`src/rtl/watch_pkg.sv`:
```
// Shared watch datapath types and defaults.
// Used by the seconds counter and the future minute counter.
package watch_pkg;

   typedef enum logic {
      STOP = 1'b0,
      RUN  = 1'b1
   } state_t;

   localparam int SEC_W      = 8;
   localparam int CLK_HZ_DEF = 50_000_000;
   localparam int MAX_SEC    = 59;

   // Wrapping increment: at or above the top value the count returns to 0.
   function automatic logic [SEC_W-1:0] sec_next(
      input logic [SEC_W-1:0] cur,
      input logic [SEC_W-1:0] top
   );
      if (cur >= top) begin
         return '0;
      end
      return cur + 1'b1;
   endfunction

endpackage

```
`src/rtl/btn_edge.sv`:
```
// Button conditioner: two-flop synchronizer, history flop,
// and a one-cycle rising-edge strobe per press.
module btn_edge (
   input  logic clk,
   input  logic rst,
   input  logic btn,
   output logic rise
);

   logic sync1;
   logic sync2;
   logic hist;

   // Resynchronize the raw level and keep one cycle of history.
   always_ff @(posedge clk or negedge rst) begin
      if (!rst) begin
         sync1 <= 1'b0;
         sync2 <= 1'b0;
         hist  <= 1'b0;
      end else begin
         sync1 <= btn;
         sync2 <= sync1;
         hist  <= sync2;
      end
   end

   assign rise = sync2 & ~hist;

endmodule

```
`src/rtl/sec_counter.sv`:
```
// Seconds timebase: 1 Hz prescaler, binary seconds count,
// and the STOP/RUN control driven by three push buttons.
module sec_counter
   import watch_pkg::*;
#(
   parameter int CLK_HZ    = CLK_HZ_DEF,
   parameter int MAX_COUNT = MAX_SEC
) (
   input  logic             clk,
   input  logic             rst,
   input  logic             btn_run,
   input  logic             btn_clr,
   input  logic             btn_inc,
   output logic [SEC_W-1:0] sec,
   output logic             sec_tick,
   output logic             min_carry,
   output logic             running
);

   localparam int PW = $clog2(CLK_HZ);

   localparam logic [PW-1:0] P_LAST =
      PW'(CLK_HZ - 1);

   localparam logic [SEC_W-1:0] SEC_TOP =
      SEC_W'(MAX_COUNT);

   state_t           state;
   logic [PW-1:0]    presc;
   logic             run_e;
   logic             clr_e;
   logic             inc_e;
   logic             p_wrap;
   logic             sec_top;
   logic [SEC_W-1:0] sec_nx;

   btn_edge u_run (
      .clk  (clk),
      .rst  (rst),
      .btn  (btn_run),
      .rise (run_e)
   );

   btn_edge u_clr (
      .clk  (clk),
      .rst  (rst),
      .btn  (btn_clr),
      .rise (clr_e)
   );

   btn_edge u_inc (
      .clk  (clk),
      .rst  (rst),
      .btn  (btn_inc),
      .rise (inc_e)
   );

   assign p_wrap  = (state == RUN) && (presc == P_LAST);
   assign sec_top = (sec >= SEC_TOP);
   assign sec_nx  = sec_next(sec, SEC_TOP);

   // Control FSM, prescaler and seconds count with registered pulses;
   // clear outranks run toggle, which outranks manual increment.
   always_ff @(posedge clk or negedge rst) begin
      if (!rst) begin
         state     <= STOP;
         running   <= 1'b0;
         presc     <= '0;
         sec       <= '0;
         sec_tick  <= 1'b0;
         min_carry <= 1'b0;
      end else begin
         sec_tick  <= 1'b0;
         min_carry <= 1'b0;
         if (clr_e) begin
            state   <= STOP;
            running <= 1'b0;
            presc   <= '0;
            sec     <= '0;
         end else begin
            unique case (state)
               RUN: begin
                  if (p_wrap) begin
                     presc     <= '0;
                     sec       <= sec_nx;
                     sec_tick  <= 1'b1;
                     min_carry <= sec_top;
                  end else begin
                     presc <= presc + 1'b1;
                  end
                  if (run_e) begin
                     state   <= STOP;
                     running <= 1'b0;
                  end
               end
               STOP: begin
                  if (run_e) begin
                     state   <= RUN;
                     running <= 1'b1;
                  end else if (inc_e) begin
                     sec <= sec_nx;
                  end
               end
            endcase
         end
      end
   end

endmodule

```
`config.mk`:
```
export PLATFORM = sky130hd
export DESIGN_NAME = sec_counter
export DESIGN_NICKNAME = d
export VERILOG_FILES = /design/src/rtl/watch_pkg.sv /design/src/rtl/btn_edge.sv /design/src/rtl/sec_counter.sv
export SDC_FILE = /design/constraint.sdc
export NUM_CORES = 1
export LEC_CHECK = 0
export CORE_MARGIN = 5
export CORE_UTILIZATION = 52
export CTS_CLUSTER_SIZE = 8
export DETAILED_ROUTE_END_ITERATION = 12
export PLACE_DENSITY_LB_ADDON = 0.2
export SYNTH_ARGS = -nofsm -noshare
export SYNTH_HDL_FRONTEND = slang
export SYNTH_SLANG_ARGS = --single-unit
```
`constraint.sdc`:
```
create_clock -name clk -period 2.1 [get_ports clk]
set_input_delay 0.21 -clock clk [delete_from_list [all_inputs] [get_ports clk]]
set_output_delay 0.21 -clock clk [all_outputs]
set_load 0.03 [all_outputs]
```
# After elaboration in Yosys (flattened, before gate mapping)
# Index checks and enable logic that the tools add are counted.
totals:
  register_bits: 47
  output_inout_bits: 11
  word_cells: 60
classes:
  add_sub_neg: 2
  magnitude_cmp: 1
  n_eq_ne: 6
  n_mux: 25
  bitwise: 7
  n_reduce_logical: 4
op_table:
  columns: ["cell", "n"]
  rows:
  - ["two-way mux 26 bit", 3]
  - ["two-way mux 8 bit", 6]
  - ["adder 26 x 1 -> 26 bit, second input constant", 1]
  - ["equality test 26 bit, second input constant", 1]
  - ["one-hot mux 8 bit (2 select lines)", 1]
  - ["two-way mux 1 bit", 13]
  - ["inequality test 3 bit, second input constant", 3]
  - ["adder 8 x 1 -> 8 bit, second input constant", 1]
  - [">= comparator 8 x 6 -> 1 bit, second input constant", 1]
  - ["inequality test 3 x 1 -> 1 bit, second input constant", 2]
  - ["inverter 1 bit", 4]
  - ["one-hot mux 1 bit (2 select lines)", 2]
  - ["bitwise AND 1 bit", 3]
  - ["AND reduction 3 bit", 1]
  - ["AND reduction 2 bit", 1]
  - ["nonzero test 2 bit", 1]
  - ["logical AND 1 bit", 1]

# Longest topological paths before layout
depth:
  ltp_word: 7
  depth_mapped: 7
  mapped_depth_nobuf: 6

# By module
# A second synthesis with hierarchy kept.
unflattened:
  cells_unflattened: 230
  hier_area_um2: 2327.2
by_module_without_submodules:
  columns: ["mod", "instances", "cells_each", "area_each_um2"]
  rows:
  - ["sec_counter", 1, 218, 2060.7]
  - ["btn_edge", 3, 4, 88.8]

# Worst setup path before layout
# OpenSTA, ideal clock, no wires.
synth_timing:
  path_type: "register to register"
  from: "reg presc[0]"
  to: "reg presc[10]"
  setup_time_ns: 0.082
  arrival_ns: 2.027
  required_time_ns: 2.018
  path_slack_ns: -0.009
  stages_incl_launch_ff: 8
  path_buffers: 1
  path_cell_list: "dfrtp_1 > ha_1 > and4_1 > and4_1 > a21oi_1 > clkbuf_1 > o21ai_0 > a31oi_1"
synth_via:
  elab_chain_cells: 5
  elab_cells_between_ends: 6
  cone_classes: "add/sub (1); eq/ne (1); mux (3); reduce/logical (1)"
synth_rtl:
  columns: ["item", "line_no", "rtl"]
  rows:
  - ["from (decl)", "sec_counter.sv:29", "logic [PW-1:0] presc;"]
  - ["from (signal assigned)", "sec_counter.sv:89", "presc <= presc + 1'b1;"]
  - ["parallel branches: the longest is 2 deep, another holds adder 26 x 1 -> 26 bit", null, null]
  - ["two-way mux 26 bit (*)", "sec_counter.sv:83", "if (p_wrap) begin"]
  - ["two-way mux 26 bit (*)", "sec_counter.sv:81", "unique case (state)"]
  - ["two-way mux 26 bit (*)", "sec_counter.sv:75", "if (clr_e) begin"]
# Mark *: on every way between the ends. The select of a mux whose other input is x is not followed.
# A chain may end at the register's enable or synchronous reset.

# Final worst setup path
layout_timing:
  from: "reg presc[8]"
  to: "reg presc[25]"
# Same word-level chain as after synthesis.

==> results.sh <==
export IMPL_status="finished with violations"
export IMPL_violations="negative hold slack"
export IMPL_hold_violations=11
export IMPL_place_gp_congestion=0.8377
export IMPL_synth_top_family_by_area="simple AND/OR/NAND/NOR gates"
export IMPL_cts_tree="built"
export IMPL_hold_ws_ns=-0.02390
export IMPL_maxSlewViolCount=0
export IMPL_synthTopCellsByCount="dfrtp_1, nand2_1, a31oi_1"
export IMPL_synth_xor_area_frac=0.007547
export IMPL_slew_headroom=0.5771
export IMPL_drive_above_1_share=0.1321
export IMPL_ys_warnings_count=0
export IMPL_finalNetCount=273
export IMPL_synth_most_common_cell="dfrtp_1"
export IMPL_p_per_area_nw_per_um2=722.9
export IMPL_grt_pass1_wl_um=8845
export IMPL_vias_per_cell=6.142
export IMPL_diodes=0
export IMPL_synth_compound_area_frac=0.1860
export IMPL_synth_top_area_frac=0.5067
export IMPL_peakVddDrop_uv=471.7
export IMPL_syn_nets=245
export IMPL_yosys_area_share_simple=0.2404
export IMPL_initialDrtViolationCount=130
export IMPL_p_leak_nw=1.132
export IMPL_synth_area_leaders="dfrtp_1, a31oi_1, nand2_1"
export IMPL_cts_buffers=5
export IMPL_rsz0062_at_grt="false"
export IMPL_core_region_area_sq_um=4354
export IMPL_postSynth_asyncResetShare=1.000
export IMPL_crit_buf_inv=0
export IMPL_dpl_hpwl_um=3566
export IMPL_gr_total_overflow=0
export IMPL_cp_required_ns=2.35
export IMPL_min_period_ns=1.997
export IMPL_crit_path_end_kind="flop"
export IMPL_fin_worst_skew_ns=0.01421
export IMPL_die_height_um=76.81
export IMPL_core_rowCount=24
export IMPL_cts_sinks=47
export IMPL_synth_mux_area_frac=0.02156
export IMPL_max_slew_worst_pin_slew_ns=0.6320
export IMPL_fmax_mhz=500.7
export IMPL_cap_violations=0
export IMPL_initial_core_util=0.5330
export IMPL_slowest_stage="or4_4"
export IMPL_post_cts_buffers=0
export IMPL_syn_inst=237
export IMPL_criticalPathCategory="reg2reg"
export IMPL_syn_area_sq_um=2321
export IMPL_synth_top_cell_by_area="dfrtp_1"
export IMPL_synthFlopType="dfrtp_1"
export IMPL_synth_cell_type_count=47
export IMPL_start_kind="flop"
export IMPL_crit_path_start="presc[8]"
export IMPL_p_total_mw=1.952
export IMPL_htreeDepth=2
export IMPL_dpl_cell_area_sq_um=2609
export IMPL_synth_edf_count=0
export IMPL_vias=1947
export IMPL_clkSlewWorstSetupHoldPaths_ns=0.09
export IMPL_crit_chain="nand3_1 -> or4_4 -> or3_4 -> or3_1 -> nand3_1"
export IMPL_setup_violations=0
export IMPL_ios=16
export IMPL_largest_register="presc"
export IMPL_hold_class="in2async"
export IMPL_dr_pass1_iters=4
export IMPL_drt_total_wl_um=4976
export IMPL_wl_per_cell_um=15.70
export IMPL_ant_nets=0
export IMPL_grt_max_degree=48
export IMPL_r2r_start="presc[8]"
export IMPL_arrival_ns=2.24
export IMPL_cpMostUsedCell="nand3_1"
export IMPL_avgSynthCellArea_sq_um=9.793
export IMPL_fin_tns_setup_ns=0
export IMPL_area_growth_pct=16.33
export IMPL_fp_dieW_um=76.81
export IMPL_synthAdderAreaFrac=0.01617
export IMPL_drcViolationCount=0
export IMPL_antenna_found_initial=0
export IMPL_slowest_delay_ns=0.52
export IMPL_grt_pass1_vias=1829
export IMPL_clk_path_buf_depth=2
export IMPL_crit_fanout=7
export IMPL_reg_largest_list="presc (26), sec (8)"
export IMPL_seq_area_frac_synth=0.5067
export IMPL_die_area_sq_um=5900
export IMPL_insertion_delay_ns=0.30
export IMPL_grt_usage=0.1832
export IMPL_largest_reg_flops=26
export IMPL_period_share=0.9510
export IMPL_clock_root_buffer="clkbuf_8"
export IMPL_critPathTopFamily="simple AND/OR/NAND/NOR gates"
export IMPL_numPortBuffers=15
export IMPL_ys_ff_latch=47
export IMPL_stdcell_area_sq_um=2700
==> per-layer routing <==
metal	GRT usage	part of all wire	routed length (um)
met5	0	0	0
met4	0.06469	0.018	89
met3	0.03864	0.053	264
met2	0.2750	0.45	2221
met1	0.2616	0.48	2400
==> path summary, 6_finish.rpt <==
check / endpoint / slack [ns] / cells past startpoint
max reg2reg: presc[25] / 0.10 / 5
max: presc[25] / 0.10 / 5
min: presc[7] / -0.02 / 2
min in group clk: u_inc.sync1 / 0.34 / 1
max in group asynchronous: presc[4] / 1.69 / 2
min reg2reg: u_inc.sync2 / 0.36 / 0
==> area by class of cell <==
class,count,area (sq um)
fill,364,1654
inverter,5,18.77
multi-input combinational,177,1102
clock inverter,2,13.76
timing repair buffer,29,250.2
sequential,47,1181
tap,52,65.06
clock buffer,5,68.82
==> cells by family after synthesis <==
group / count (synthesis)
AOI/OAI and AO/OA: 64
DFF: 47
muxes: 5
xor gates and xnor gates: 2
adders and majority gates: 3
and+or+nand+nor: 103
buffers and inverters: 13
==> cell usage in the layout, fill, tap and decap left out, types with 2 or more instances in the layout <==
cell	n
nor4b_1	2
nor2_1	15
or3_1	2
a31oi_1	18
clkbuf_8	5
clkdlybuf4s50_1	14
and4_1	5
o2bb2ai_1	3
nand2b_1	5
o21ai_0	7
or2_2	2
nand4_1	8
a22o_1	3
and2_1	5
buf_4	14
nor3_1	6
a21o_1	2
dfrtp_1	43
a21oi_1	11
nor4_1	3
a41oi_1	3
nand3_1	13
mux2i_1	5
and3_1	6
ha_1	3
nand2_1	24
dfrtp_2	4
a311oi_1	2
o22ai_1	2
inv_1	5
o21a_1	2
==> power by group <==
| part | switching, mW | internal (mW) | leakage [nW] | total (mW) |
|---|---|---|---|---|
| logic | 0.242 | 0.160 | 0.467 | 0.402 |
| clock network | 0.298 | 0.228 | 0.0440 | 0.525 |
| registers | 0.0640 | 0.960 | 0.621 | 1.02 |
| total | 0.604 | 1.35 | 1.13 | 1.95 |
==> through the flow <==
step	util	worst slack, ns	instances	hold WS (ns)
floorplan	-	0.1222	237	-0.08559
global placement	0.5991	0.1369	310	0.3329
detailed placement	0.5991	0.07156	310	0.3371
CTS	0.6181	0.04578	317	0.01104
global route	0.6201	0.01426	317	0.03973
finish	0.6201	0.1028	317	-0.02390
==> timing repair <==
action | CTS | global route
endpoints found under the setup margin | 0 | 5
hold buffers | 0 | 0
gates resized for setup | 0 | 6
Note: power is estimated with default switching activity, not from simulation.
